--- config.mk ---
export PLATFORM = sky130hd
export DESIGN_NAME = bcd_to_half_fsm
export DESIGN_NICKNAME = d
export VERILOG_FILES = /design/src/rtl/bcd_to_half_fsm_pkg.sv /design/src/rtl/half_pack_round.sv /design/src/rtl/bcd_to_half_fsm.sv
export SDC_FILE = /design/constraint.sdc
export NUM_CORES = 1
export LEC_CHECK = 0
export CORE_UTILIZATION = 57
export DETAILED_ROUTE_END_ITERATION = 7
export GPL_TIMING_DRIVEN = 0
export HOLD_SLACK_MARGIN = 0.1
export PLACE_DENSITY = 0.81
export SYNTH_ARGS = -nofsm -noshare
export SYNTH_HDL_FRONTEND = slang
export SYNTH_SLANG_ARGS = --single-unit
export TNS_END_PERCENT = 5
--- constraint.sdc ---
create_clock -name clk -period 3.3 [get_ports clk]
set_input_delay 0.33 -clock clk [delete_from_list [all_inputs] [get_ports clk]]
set_output_delay 0.33 -clock clk [all_outputs]
set_load 0.01 [all_outputs]
--- src/rtl/bcd_to_half_fsm_pkg.sv ---
// Shared widths, state codes and BCD helpers for the BCD to binary16 converter.
package bcd_to_half_fsm_pkg;

    localparam int HALF_W       = 16;
    localparam int MANT_W       = 10;
    localparam int EXP_W        = 5;
    localparam int ACC_W        = 14;
    localparam int DIGITS       = 4;
    localparam int BCD_W        = 4 * DIGITS;
    localparam int DEF_EXP_BIAS = 15;

    typedef logic [2:0] state_t;

    localparam state_t IDLE  = 3'd0;
    localparam state_t CHECK = 3'd1;
    localparam state_t ACC   = 3'd2;
    localparam state_t NORM  = 3'd3;
    localparam state_t ROUND = 3'd4;
    localparam state_t DONE  = 3'd5;

    // True when every nibble of the operand is a legal decimal digit.
    function automatic logic bcd_valid(input logic [BCD_W-1:0] operand);
        logic ok;
        ok = 1'b1;
        for (int i = 0; i < DIGITS; i++) begin
            ok = ok & (operand[4*i +: 4] <= 4'd9);
        end
        return ok;
    endfunction

    // acc*10 + digit built from two shifts; the caller guarantees no overflow.
    function automatic logic [ACC_W-1:0] times_ten_plus(input logic [ACC_W-1:0] acc,
                                                        input logic [3:0]       digit);
        return {acc[ACC_W-4:0], 3'b000} + {acc[ACC_W-2:0], 1'b0} + {{(ACC_W-4){1'b0}}, digit};
    endfunction

endpackage

--- src/rtl/half_pack_round.sv ---
// Packs a left-normalised 14-bit integer and its biased exponent into binary16,
// applying round-to-nearest-even and mantissa carry into the exponent.
module half_pack_round
    import bcd_to_half_fsm_pkg::*;
#(
    parameter logic ROUND_EVEN = 1'b1
) (
    input  logic [ACC_W-1:0]  norm_val,
    input  logic [EXP_W-1:0]  exp_val,
    output logic [HALF_W-1:0] half_word
);

    logic [MANT_W-1:0] mant_s;
    logic              guard_s;
    logic              sticky_s;
    logic              inc_s;
    logic [MANT_W:0]   mant_sum_s;

    // Bit 13 is the hidden one; the ten bits below it form the mantissa.
    always_comb begin
        mant_s     = norm_val[ACC_W-2 -: MANT_W];
        guard_s    = norm_val[ACC_W-2-MANT_W];
        sticky_s   = |norm_val[ACC_W-3-MANT_W:0];
        inc_s      = ROUND_EVEN ? (guard_s & (sticky_s | mant_s[0])) : 1'b0;
        mant_sum_s = {1'b0, mant_s} + {{MANT_W{1'b0}}, inc_s};
        if (norm_val == '0) begin
            half_word = '0;
        end else if (mant_sum_s[MANT_W]) begin
            half_word = {1'b0, exp_val + 5'd1, {MANT_W{1'b0}}};
        end else begin
            half_word = {1'b0, exp_val, mant_sum_s[MANT_W-1:0]};
        end
    end

endmodule

--- src/rtl/bcd_to_half_fsm.sv ---
// Converts a latched 4-digit BCD operand into its binary16 encoding with a
// start/done pulse handshake and a one-cycle invalid-digit pulse.
module bcd_to_half_fsm
    import bcd_to_half_fsm_pkg::*;
#(
    parameter int   EXP_BIAS   = DEF_EXP_BIAS,
    parameter logic ROUND_EVEN = 1'b1
) (
    input  logic              clk,
    input  logic              reset,
    input  logic [BCD_W-1:0]  dataIn,
    input  logic              R_I,
    output logic [HALF_W-1:0] dataOut,
    output logic              R_O,
    output logic              REG_ERROR
);

    // Exponent of a value whose leading one already sits in bit 13.
    localparam logic [EXP_W-1:0] EXP_TOP = EXP_W'(ACC_W - 1 + EXP_BIAS);

    state_t              state_r,     state_s;
    logic [BCD_W-1:0]    operand_r,   operand_s;
    logic [ACC_W-1:0]    acc_r,       acc_s;
    logic [EXP_W-1:0]    exp_r,       exp_s;
    logic [1:0]          digit_cnt_r, digit_cnt_s;
    logic [HALF_W-1:0]   data_out_r,  data_out_s;
    logic                r_o_r,       r_o_s;
    logic                reg_error_r, reg_error_s;
    logic [HALF_W-1:0]   packed_s;

    half_pack_round #(
        .ROUND_EVEN (ROUND_EVEN)
    ) u_pack (
        .norm_val  (acc_r),
        .exp_val   (exp_r),
        .half_word (packed_s)
    );

    // Next-state and datapath update for the conversion sequence.
    always_comb begin
        state_s     = state_r;
        operand_s   = operand_r;
        acc_s       = acc_r;
        exp_s       = exp_r;
        digit_cnt_s = digit_cnt_r;
        data_out_s  = data_out_r;
        r_o_s       = 1'b0;
        reg_error_s = 1'b0;
        case (state_r)
            IDLE: begin
                if (R_I) begin
                    operand_s = dataIn;
                    state_s   = CHECK;
                end else begin
                    state_s   = IDLE;
                end
            end
            CHECK: begin
                if (!bcd_valid(operand_r)) begin
                    reg_error_s = 1'b1;
                    state_s     = IDLE;
                end else begin
                    acc_s       = '0;
                    digit_cnt_s = 2'd0;
                    state_s     = ACC;
                end
            end
            ACC: begin
                // Digits are consumed from the top nibble, so shift the operand up.
                acc_s       = times_ten_plus(acc_r, operand_r[BCD_W-1 -: 4]);
                operand_s   = {operand_r[BCD_W-5:0], 4'h0};
                digit_cnt_s = digit_cnt_r + 2'd1;
                if (digit_cnt_r == 2'(DIGITS - 1)) begin
                    exp_s   = EXP_TOP;
                    state_s = NORM;
                end else begin
                    state_s = ACC;
                end
            end
            NORM: begin
                if ((acc_r == '0) || acc_r[ACC_W-1]) begin
                    state_s = ROUND;
                end else begin
                    acc_s   = {acc_r[ACC_W-2:0], 1'b0};
                    exp_s   = exp_r - 5'd1;
                    state_s = NORM;
                end
            end
            ROUND: begin
                data_out_s = packed_s;
                r_o_s      = 1'b1;
                state_s    = DONE;
            end
            DONE: begin
                state_s = IDLE;
            end
            default: begin
                state_s = IDLE;
            end
        endcase
    end

    // State and output registers with asynchronous clear.
    always_ff @(posedge clk or posedge reset) begin
        if (reset) begin
            state_r     <= IDLE;
            operand_r   <= '0;
            acc_r       <= '0;
            exp_r       <= '0;
            digit_cnt_r <= 2'd0;
            data_out_r  <= '0;
            r_o_r       <= 1'b0;
            reg_error_r <= 1'b0;
        end else begin
            state_r     <= state_s;
            operand_r   <= operand_s;
            acc_r       <= acc_s;
            exp_r       <= exp_s;
            digit_cnt_r <= digit_cnt_s;
            data_out_r  <= data_out_s;
            r_o_r       <= r_o_s;
            reg_error_r <= reg_error_s;
        end
    end

    assign dataOut   = data_out_r;
    assign R_O       = r_o_r;
    assign REG_ERROR = reg_error_r;

endmodule

==> results of run 1 <==
==> metal layers <==
| metal | GRT usage, % | vias up | wire, um | part of all wire, % |
|---|---|---|---|---|
| met1 | 30.61 | 1340 | 3058 | 43 |
| met4 | 9.455 | 0 | 126 | 1.8 |
| met5 | 0 | - | 0 | 0 |
| met3 | 6.092 | 18 | 372 | 5.2 |
| met2 | 45.48 | 78 | 3581 | 50 |
| li1 | - | 1382 | - | - |
==> registers in the layout, summed over array words and instances (netlist names) <==
name	cells
acc_r	14
R_O	1
REG_ERROR	1
dataOut	15
exp_r	5
digit_cnt_r	2
operand_r	16
state_r	3
==> power by group through the flow <==
stage	registers, mW	clock network (mW)	logic, mW
global placement	1.31	0	2.24
global route	1.35	0.681	2.65
floorplan	1.27	0	1.71
detailed placement	1.32	0	2.33
finish	1.31	0.649	2.34
CTS	1.31	0.652	2.35
==> layout make-up <==
class / instances / area (um2) / share of cell area [%]
Clock buffer: 12 / 155.1 / 3.849
Inverter: 6 / 22.52 / 0.5587
Timing Repair Buffer: 36 / 370.4 / 9.187
Multi-Input combinational cell: 281 / 1834 / 45.50
Sequential cell: 57 / 1426 / 35.38
Clock inverter: 3 / 40.04 / 0.9932
Buffer: 20 / 92.59 / 2.297
Tap cell: 72 / 90.09 / 2.235
==> per-stage QoR <==
step	setup WS (ps)	power [mW]	utilization, %
3_3_place_gp	569.7	3.548	68.05
6_report	480.5	4.301	71.89
4_1_cts	510.5	4.310	71.89
5_1_grt	296.6	4.684	71.89
3_5_place_dp	540.8	3.653	68.41
2_1_floorplan	830.4	2.988	-
==> worst max-delay path, stage by stage (launching register included) <==
cell	delay (ps)
dfrtp_1	500
fa_1	510
ha_1	330
a211oi_1	310
o21ai_0	190
a21oi_1	300
a21oi_1	130
xnor2_1	260
o21ai_0	140
==> cells by family after synthesis <==
kind of cell / share of synthesized area [%]
simple gates: 16.68
compound gates: 18.46
flops: 42.25
fa+ha+maj: 10.82
buf+inv: 3.410
xor+xnor: 6.486
mux: 1.779
other cells: 0.1111
==> worst paths after layout <==
check / from / endpoint / slack, ps
max: acc_r[2]$_DFFE_PP0P_ / acc_r[13]$_DFFE_PP0P_ / 480
min: reset / dataOut[1]$_DFFE_PP0P_ / 360
max reg2reg: acc_r[2]$_DFFE_PP0P_ / acc_r[13]$_DFFE_PP0P_ / 480
min reg2reg: dataOut[8]$_DFFE_PP0P_ / dataOut[8]$_DFFE_PP0P_ / 470
max in group asynchronous: reset / acc_r[7]$_DFFE_PP0P_ / 2400
min in group clk: dataOut[8]$_DFFE_PP0P_ / dataOut[8]$_DFFE_PP0P_ / 470
==> layout by cell type (no fill, tap or decap), types with 4 or more instances in the layout <==
| master | Yosys | final |
|---|---|---|
| dfrtp_1 | 57 | 57 |
| nand2_1 | 44 | 44 |
| nor2_1 | 41 | 41 |
| o21ai_0 | 40 | 40 |
| clkdlybuf4s50_1 | 0 | 35 |
| ha_1 | 26 | 26 |
| a21oi_1 | 15 | 15 |
| xor2_1 | 13 | 13 |
| xnor2_1 | 12 | 12 |
| o22ai_1 | 12 | 12 |
| clkbuf_1 | 10 | 11 |
| clkbuf_8 | 0 | 11 |
| a22o_1 | 10 | 10 |
| mux2i_1 | 6 | 6 |
| nand3_1 | 6 | 6 |
| o31ai_1 | 6 | 6 |
| a22oi_1 | 5 | 5 |
| inv_1 | 6 | 5 |
| buf_2 | 4 | 4 |
==> metrics.csv, run 1 <==
metric,value,unit
Post-synth ARST share,100.0,%
TritonCTS Buffers,9,
Synth Instances,364,
row cnt,27,
Inserted Diodes,0,
Area Growth Syn to Fin,19.42,%
Peak VDD IR,660.6,uV
clock skew,5.691,ps
post-synth top area share,42.25,%
Total GRT Usage,25.81,%
die footprint,6234,um2
final hold vios,0,
switching pwr,1.855,mW
Cell Pwr Density,1067,nW/um2
pins over their slew limit,0,
post-synth top area cell,dfrtp_1,
Synth cell types,47,
core region area,5608,um2
Internal Power,2.446,mW
final hold slack,357.9,ps
# fillers,438,
I/O pin count,37,
Post-Syn Nets,411,
CTS tree,done,
share of cells above drive strength 1,6.988,%
R2R cell count,8,
first-pass GRT wire length,12430,um
hpwl dp,5414,um
FMAX,354.7,MHz
DRC viols,0,
cell area after synthesis,3376,um2
Vias/cell,5.786,
"Top FF cell, synth",dfrtp_1,
setup tns final,0,ps
sw frac,43.13,%
GRT Residual Overflow,0,
Logic pwr share,54.5,%
relative slew slack,39.57,%
crit start category,flop,
Initial Utilization,60.20,%
DRT iter0 DRCs,174,
Max Cap Viol,0,
number of synthesis warnings,0,
status,"finished, final reports clean",
Worst-path clk slew,60,ps
Post-Syn Area per Cell,9.274,um2
worst slew pin tran,893.9,ps
Hold WC Path Type,input port to asynchronous set/reset pin,
routed via count,2818,
design area,4031,um2
total routed wirelength,7138,um
hold_buf cts,0,
Clock Path Buffers,2,
critical path capture point type,flop,
worst path arrival time,3010,ps
Clock power frac,15.1,%
gpl congestion,0.7884,
sequential power share,30.5,%
Synth area leaders,"dfrtp_1 (42%), ha_1 (9.6%), o21ai_0 (5.9%)",
critical path class,flop to flop,
"count leader, synth",dfrtp_1,
crit path max fanout,7,
DRT Pass-1 Iters,4,
WP data required,3490,ps
Root Buffer,clkbuf_8,
initial antenna violation count,0,
DRT antenna net count,0,
worst-skew pair later-pin latency,340,ps
postcts setup bufs,0,
# setup viols final,0,
#FFs+latches synth,57,
LEAKAGE,1.751,nW
register area share after synthesis,42.25,%
post-route minimum period,2820,ps
"top cells by count, synth","dfrtp_1 (57), nand2_1 (44), nor2_1 (41)",
fin cells,487,
Die Wd,78.96,um
number of global-route vias before repair,2850,
post-cts resize count,0,
Placed Cells,472,
Avg WL per Cell,14.66,um
period utilization,85.44,%
# port buffers,35,
Layout Nets,458,
Die Ht,78.96,um
"Cell Area, Placed",3836,um2
Post-synth EDFFs,0,
largest net degree at the start of global routing,38,
unrepaired setup endpoints after global routing,no,
H-tree depth,3,
CTS sink count,57,
(Power assumes the default switching activity.)
==> run 2: changes to the inputs <==
- CTS_BUF_LIST: unset -> sky130_fd_sc_hd__clkbuf_16
- GPL_TIMING_DRIVEN: 0 -> unset
==> metrics.csv, run 2 (synthesis gave the netlist of run 1 again) <==
metric,value,unit,change
Max Cap Viol,0,,unchanged
clock skew,3.265,ps,-2.425 ps
core region area,5608,um2,unchanged
Avg WL per Cell,15.97,um,+8.9%
# fillers,428,,-2.3%
pins over their slew limit,0,,unchanged
Peak VDD IR,582.7,uV,-12%
Clock Path Buffers,2,,unchanged
critical path capture point type,flop,,
DRT antenna net count,0,,unchanged
Worst-path clk slew,50,ps,about the same
"Most flops, register",operand_r,,
setup tns final,0,ps,unchanged
Root Buffer,clkbuf_16,,
post-cts resize count,0,,unchanged
post-layout util,72.20,%,+0.31 points
crit path max fanout,7,,unchanged
# port buffers,35,,unchanged
Layout Nets,439,,-4.1%
Bufs and invs on worst path,0,,unchanged
Hold WC Path Type,flop to flop,,
Power Total,4.606,mW,+7.1%
Area Growth Syn to Fin,19.94,%,
die footprint,6234,um2,unchanged
final hold vios,0,,unchanged
worst-skew pair later-pin latency,320,ps,-20 ps
max reg flops,16,,unchanged
Initial Utilization,60.20,%,unchanged
GRT Residual Overflow,0,,unchanged
CP cell instances,fa_1 -> fa_1 -> a211oi_1 -> o21bai_1 -> a21oi_1 -> xor2_1 -> o21ai_0 -> a22o_1,,
largest net degree at the start of global routing,58,,+53%
Inserted Diodes,0,,unchanged
Worst path max stage delay,520,ps,about the same
WP data required,3510,ps,+20 ps
reg2reg end,acc_r[8]$_DFFE_PP0P_,,
critical path class,flop to flop,,
hpwl dp,5165,um,-4.6%
period utilization,82.24,%,-3.2 points
DRT Pass-1 Iters,4,,unchanged
"Top cell by count, worst path",fa_1,,
LEAKAGE,1.747,nW,-0.22%
CP endpoint,acc_r[8]$_DFFE_PP0P_,,
R2R cell count,8,,unchanged
initial antenna violation count,0,,unchanged
Min-Delay Startpoint,dataOut[8]$_DFFE_PP0P_,,
crit path from,acc_r[2]$_DFFE_PP0P_,,
CTS tree,done,,
fin cells,469,,-3.7%
# setup viols final,0,,unchanged
worst r2r src,acc_r[2]$_DFFE_PP0P_,,
row cnt,27,,unchanged
Worst path depth,8,,unchanged
Placed Cells,453,,-4.0%
unrepaired setup endpoints after global routing,no,,
status,"finished, final reports clean",,
r2r setup slk,590,ps,+110 ps
Vias/cell,5.972,,+3.2%
FMAX,368.5,MHz,+3.9%
Total GRT Usage,27.07,%,+1.3 points
number of global-route vias before repair,2810,,-1.4%
Die Wd,78.96,um,unchanged
CTS sink count,57,,unchanged
highest-delay cell along the critical path,fa_1,,
H-tree depth,3,,unchanged
worst slew pin tran,918.1,ps,+24.22 ps
DRC viols,0,,unchanged
gpl congestion,0.8143,,+3.3%
worst path arrival time,2920,ps,-90 ps
Seq. cell area,1426,um2,unchanged
I/O pin count,37,,unchanged
DRT iter0 DRCs,190,,+9.2%
Multi-input gate area,1834,um2,unchanged
most frequent cells in the layout,"dfrtp_1 (57), nand2_1 (44), nor2_1 (41), o21ai_0 (40), clkdlybuf4s50_1 (35)",,
"CP delay by family, top",adder cells,,
crit start category,flop,,
Die Ht,78.96,um,unchanged
"most common cell after layout, fill and taps aside",dfrtp_1,,
fin worst setup slack,586.2,ps,+105.8 ps
relative slew slack,37.93,%,-1.6 points
post-route minimum period,2714,ps,-105.8 ps
routed via count,2801,,-0.60%
post-place setup slack,627.6,ps,+86.75 ps
TritonCTS Buffers,9,,unchanged
Cell Pwr Density,1138,nW/um2,+6.6%
first-pass GRT wire length,13070,um,+5.2%
postcts setup bufs,0,,unchanged
share of cells above drive strength 1,5.542,%,-1.4 points
total routed wirelength,7488,um,+4.9%
hold_buf cts,0,,unchanged
==> run 2: tightest hold or removal path, delay by kind of cell (launching register included) <==
family | cells | cell delay [ps]
simple gates | 1 | 50
compound gates | 1 | 60
flops | 1 | 340
==> run 2: cell type report <==
type	count	area share (%)
clock buffers	9	5.562
clock inverters	7	2.101
inverters	6	0.5562
multi-input cells	281	45.30
flip-flops and latches	57	35.23
well taps	72	2.225
repair buffers	37	9.023
==> run 2: metrics by stage <==
stage                     hold WS, ps  area (um2)
final                           475.0        4049
after global routing            496.5        4049
after CTS                       481.0        4049
after detailed placement        469.9        3739
after global placement          461.1        3739
after floorplan                 466.4        3376
==> run 2: where the power goes <==
part | internal [mW] | total, mW | leakage [nW] | switching, mW
registers | 1.01 | 1.40 | 0.712 | 0.389
clock network | 0.652 | 0.969 | 0.150 | 0.317
logic | 1.01 | 2.23 | 0.884 | 1.23
total | 2.67 | 4.61 | 1.75 | 1.93
==> run 2: routing by layer <==
layer / GRT usage [%] / share of wire, % / routed length [um]
met5: 0 / 0 / 0
met4: 11.09 / 1.9 / 141
met3: 4.253 / 3.5 / 265
met2: 48.26 / 52 / 3908
met1: 32.53 / 42 / 3173
==> run 2: how the worst min path moves through the flow <==
stage / endpoint / slack (ps) / depth (start not counted)
after floorplan: operand_r[0]$_DFFE_PP0P_ / 470 / 1
after global placement: dataOut[8]$_DFFE_PP0P_ / 460 / 2
after detailed placement: dataOut[7]$_DFFE_PP0P_ / 470 / 2
after CTS: dataOut[7]$_DFFE_PP0P_ / 480 / 2
after global routing: dataOut[5]$_DFFE_PP0P_ / 500 / 2
final: dataOut[8]$_DFFE_PP0P_ / 470 / 2
==> edit 1, RTL diff (config.mk and constraints of run 2) <==
`ROUND_EVEN` is set to 1'b1 in 2 places; all go to 1'b0.
--- a/src/rtl/half_pack_round.sv
+++ b/src/rtl/half_pack_round.sv
@@ -3,7 +3,7 @@
 module half_pack_round
     import bcd_to_half_fsm_pkg::*;
 #(
-    parameter logic ROUND_EVEN = 1'b1
+    parameter logic ROUND_EVEN = 1'b0
 ) (
     input  logic [ACC_W-1:0]  norm_val,
     input  logic [EXP_W-1:0]  exp_val,
--- a/src/rtl/bcd_to_half_fsm.sv
+++ b/src/rtl/bcd_to_half_fsm.sv
@@ -4,7 +4,7 @@
     import bcd_to_half_fsm_pkg::*;
 #(
     parameter int   EXP_BIAS   = DEF_EXP_BIAS,
-    parameter logic ROUND_EVEN = 1'b1
+    parameter logic ROUND_EVEN = 1'b0
 ) (
     input  logic              clk,
     input  logic              reset,
Function: changed (Yosys sat finds a counterexample within 10 cycles, from zero or initial values and one cycle with reset high).
==> edit 1 against run 2 <==
Global-route usage rose by 0.091 points; wire length fell by 5.6%; sequential share of layout area rose by 2.1 points; critical path depth rose by 2; sequential cell count did not move; total power fell by 6.7%; design area fell by 5.6%; synthesized area fell by 5.7%; maximum frequency rose by 3.8%; clock skew rose by 0.00053 ns; worst setup slack improved by 0.098 ns; via count fell by 7.4%; critical path type unchanged; critical endpoint is now acc_r[11]; largest power group unchanged.
==> edit 1: results <==
[global_routing]
grt_pass1_vias = 2590
grt_max_degree = 31
antenna_found_initial = 0
track_usage_pct = 27.2
grt_pass1_wl_um = 12400

[finish]
n_fill_cell = 388
top_register = operand_r
nets = 413
layout-drive-gt1-share_pct = 6.18

[power]
powerDensity_nw_per_um2 = 1120
peakVddDrop_uv = 601
p_leak_nw = 1.81

[route]
wl_met1_um = 3240
wl_met2_um = 3350
wirelength_um = 7070
via_per_inst = 5.87
dr.pass1.iters = 5
drt_iter0_drc = 188
dr_wl_met3_um = 373

[setup_path]
reg2regPathDepth = 10
rrSetupSlack_ns = 0.68
crit_fanout = 4
r2r-end = acc_r[11]
worstPathArrival_ns = 2.80
critical_path_class = flip-flop to flip-flop

[synthesis]
synth.distinct_cells = 47
synthTopCellsByArea = dfrtp_1, ha_1, nand2_1
synth_nets = 376
synth_common_cells = dfrtp_1, nand2_1, nor2_1
synth-seq-area-share_pct = 44.8

[placement]
hpwl_um = 4880
gp_congestion = 0.837
dpl_cell_area_um2 = 3570

[run_status]
status = completed

[timing]
clock_skew_ns = 0.00380
tightest_slew_ns = 0.798

[min_path]
hold_class = input port to async pin

[clock_network]
ctsResizeCount = 0
[edit 1: cell type report]
type	count	area share [%]
clock inverter	6	0.753
multi-input combinational	250	42.8
timing repair buffer	38	9.75
tap	70	2.29
clock buffer	9	5.89
sequential	57	37.3
inverter	12	1.18
[edit 1: worst min-delay path by stage]
stage / from / endpoint / slack, ns / cells past startpoint
floorplan: operand_r[12] / acc_r[0] / 0.45 / 2
global placement: dataOut[5] / dataOut[5] / 0.46 / 2
detailed placement: dataOut[8] / dataOut[8] / 0.47 / 2
CTS: reset / dataOut[14] / 0.39 / 2
global route: reset / dataOut[14] / 0.44 / 2
finish: reset / dataOut[14] / 0.38 / 2
[edit 1: critical path, cell delays in order (launching register included)]
cell and delay (ns):
dfrtp_1 0.39, inv_1 0.10, fa_1 0.54, inv_1 0.06
ha_1 0.29, a21o_1 0.17, and4_1 0.20, o21ai_0 0.30
o21ai_0 0.20, nand4b_1 0.14, o211ai_1 0.10
[edit 1: cells by family after synthesis]
logic type / share of synthesized area [%]
AOI/OAI and AO/OA: 17.0
xor gates and xnor gates: 3.30
adders and majority gates: 10.7
buffers and inverters: 3.74
DFF: 44.8
muxes: 1.57
other: 0.118
and+or+nand+nor: 18.7
[edit 1: per-layer routing]
layer,track usage (%),vias to the layer above
met4,11.3,0
met2,43.1,81
met5,0,-
li1,-,1262
met1,35.5,1242
met3,6.67,10
[edit 1: report_power, final]
group | switching, mW | leakage [nW] | internal (mW)
Sequential | 0.336 | 0.715 | 1.02
Combinational | 1.18 | 0.962 | 0.972
Clock | 0.304 | 0.131 | 0.491
[edit 1: stage by stage]
| step | setup WS [ns] | instances | total power [mW] |
|---|---|---|---|
| final | 0.685 | 442 | 4.30 |
| after floorplan | 0.892 | 331 | 2.90 |
| after CTS | 0.694 | 442 | 4.28 |
| after detailed placement | 0.710 | 427 | 3.45 |
| after global routing | 0.451 | 442 | 4.65 |
| after global placement | 0.815 | 427 | 3.36 |
==> edit 2, RTL diff (config.mk and constraints of run 2) <==
Made on the original files. `operand_r` and `data_out_r` no longer have a reset.
--- a/src/rtl/bcd_to_half_fsm.sv
+++ b/src/rtl/bcd_to_half_fsm.sv
@@ -104,23 +104,24 @@
     always_ff @(posedge clk or posedge reset) begin
         if (reset) begin
             state_r     <= IDLE;
-            operand_r   <= '0;
             acc_r       <= '0;
             exp_r       <= '0;
             digit_cnt_r <= 2'd0;
-            data_out_r  <= '0;
             r_o_r       <= 1'b0;
             reg_error_r <= 1'b0;
         end else begin
             state_r     <= state_s;
-            operand_r   <= operand_s;
             acc_r       <= acc_s;
             exp_r       <= exp_s;
             digit_cnt_r <= digit_cnt_s;
-            data_out_r  <= data_out_s;
             r_o_r       <= r_o_s;
             reg_error_r <= reg_error_s;
         end
+    end
+
+    always_ff @(posedge clk) begin
+        operand_r  <= operand_s;
+        data_out_r <= data_out_s;
     end
 
     assign dataOut   = data_out_r;
Function: differs if reset is asserted again (counterexample within 10 cycles, from zero or initial values and one cycle with reset high); with reset held inactive, the same outputs for 10 cycles.
==> edit 2 against run 2 <==
Worst setup slack worse by 0.10 ns; largest power group unchanged; sequential share of layout area is 3.8 points higher; total power is 21% lower; critical endpoint unchanged; highest routed layer unchanged; synthesized area is 0.74% higher; design area is 0.15% higher; sequential cell count stayed put; final cell count is 7.2% lower; wire length is 8.3% lower; die area is 0.72% higher.
==> edit 2: results <==
[run_status]
status = completed

[setup_path]
crit_fanout = 9
worstPathArrival_ns = 3.02

[synthesis]
synth-seq-area-share_pct = 46.5
synth_nets = 369
synth_common_cells = nand2_1, edfxtp_1, dfrtp_1, ha_1, nor2_1
async_reset_ff_share_pct = 45.6
synthTopCellsByArea = edfxtp_1, dfrtp_1, ha_1
synth.distinct_cells = 55
avgSynthCellArea_um2 = 10.6
synth_edf_count = 31

[power]
peakVddDrop_uv = 448
p_leak_nw = 1.76

[global_routing]
grt_pass1_wl_um = 11600
grt_pass1_vias = 2505
grt_max_degree = 27
track_usage_pct = 24.9

[route]
drt_iter0_drc = 168
via_per_inst = 5.86
routedWlPerCell_um = 15.8
wl_met1_um = 2850
wl_met2_um = 3450
dr_wl_met3_um = 424
dr.pass1.iters = 4

[clock_network]
ctsResizeCount = 0
post_cts_buffers = 0

[placement]
dp_worst_setup_slack_ns = 0.531
dpl_cell_area_um2 = 3800
hpwl_um = 4950
placed_cells_incl_taps = 419
gp_congestion = 0.893

[finish]
fin_cells = 435
antennaDiodeCount = 0
layout-drive-gt1-share_pct = 9.37
nets = 405
n_fill_cell = 411

[min_path]
hold_class = flip-flop to flip-flop

[timing]
tightest_slew_ns = 1.02
clock_skew_ns = 0.00533
## edit 2: cell type report
type                            count  area, um2  share of cell area, %
Clock buffer                        9        225                   5.55
Clock inverter                      7       30.0                  0.741
Inverter                            8       35.0                  0.864
Multi-Input combinational cell    244       1720                   42.4
Sequential cell                    57       1580                   39.0
Tap cell                           72       90.1                   2.22
Timing Repair Buffer               38        373                   9.19
## edit 2: kinds of logic (layout without fill, tap and decap cells)
group	count (synthesis)	in the layout	synth area share, %
AND/OR/NAND/NOR	120	120	17.4
adder cells (fa/ha/maj)	28	28	10.7
XOR/XNOR	25	25	6.44
flip-flops	57	57	46.5
multiplexers	10	10	3.42
buffers and inverters	21	62	3.20
other	1	1	0.110
AO/OA/AOI/OAI	60	60	12.2
## edit 2: final timing paths
path	start	end	slack (ns)	cells after the start
hold reg to reg	operand_r[12]	acc_r[0]	0.46	1
max in group asynchronous	reset	acc_r[9]	2.12	2
min in group asynchronous	reset	REG_ERROR	0.56	2
setup / recovery	acc_r[2]	acc_r[8]	0.48	8
hold / removal	operand_r[12]	acc_r[0]	0.46	1
setup reg to reg	acc_r[2]	acc_r[8]	0.48	8
## edit 2: worst reg2reg max path, stage by stage (launching register included)
cell	delay (ns)
dfrtp_1	0.50
fa_1	0.52
fa_1	0.50
a211oi_1	0.26
o21bai_1	0.11
a21oi_1	0.29
xor2_1	0.19
nor2_1	0.05
a221o_1	0.28
## edit 2: metal layers
metal / global-route usage, % / up-vias
met3: 5.40 / 17
met2: 40.3 / 92
met4: 12.2 / 0
li1: - / 1224
met5: 0 / -
met1: 31.6 / 1215
## edit 2: power breakdown
group	switching [mW]	leakage (nW)	internal [mW]
combinational	0.772	1.00	0.674
clock	0.303	0.128	0.490
sequential	0.318	0.630	1.06
total	1.39	1.76	2.23
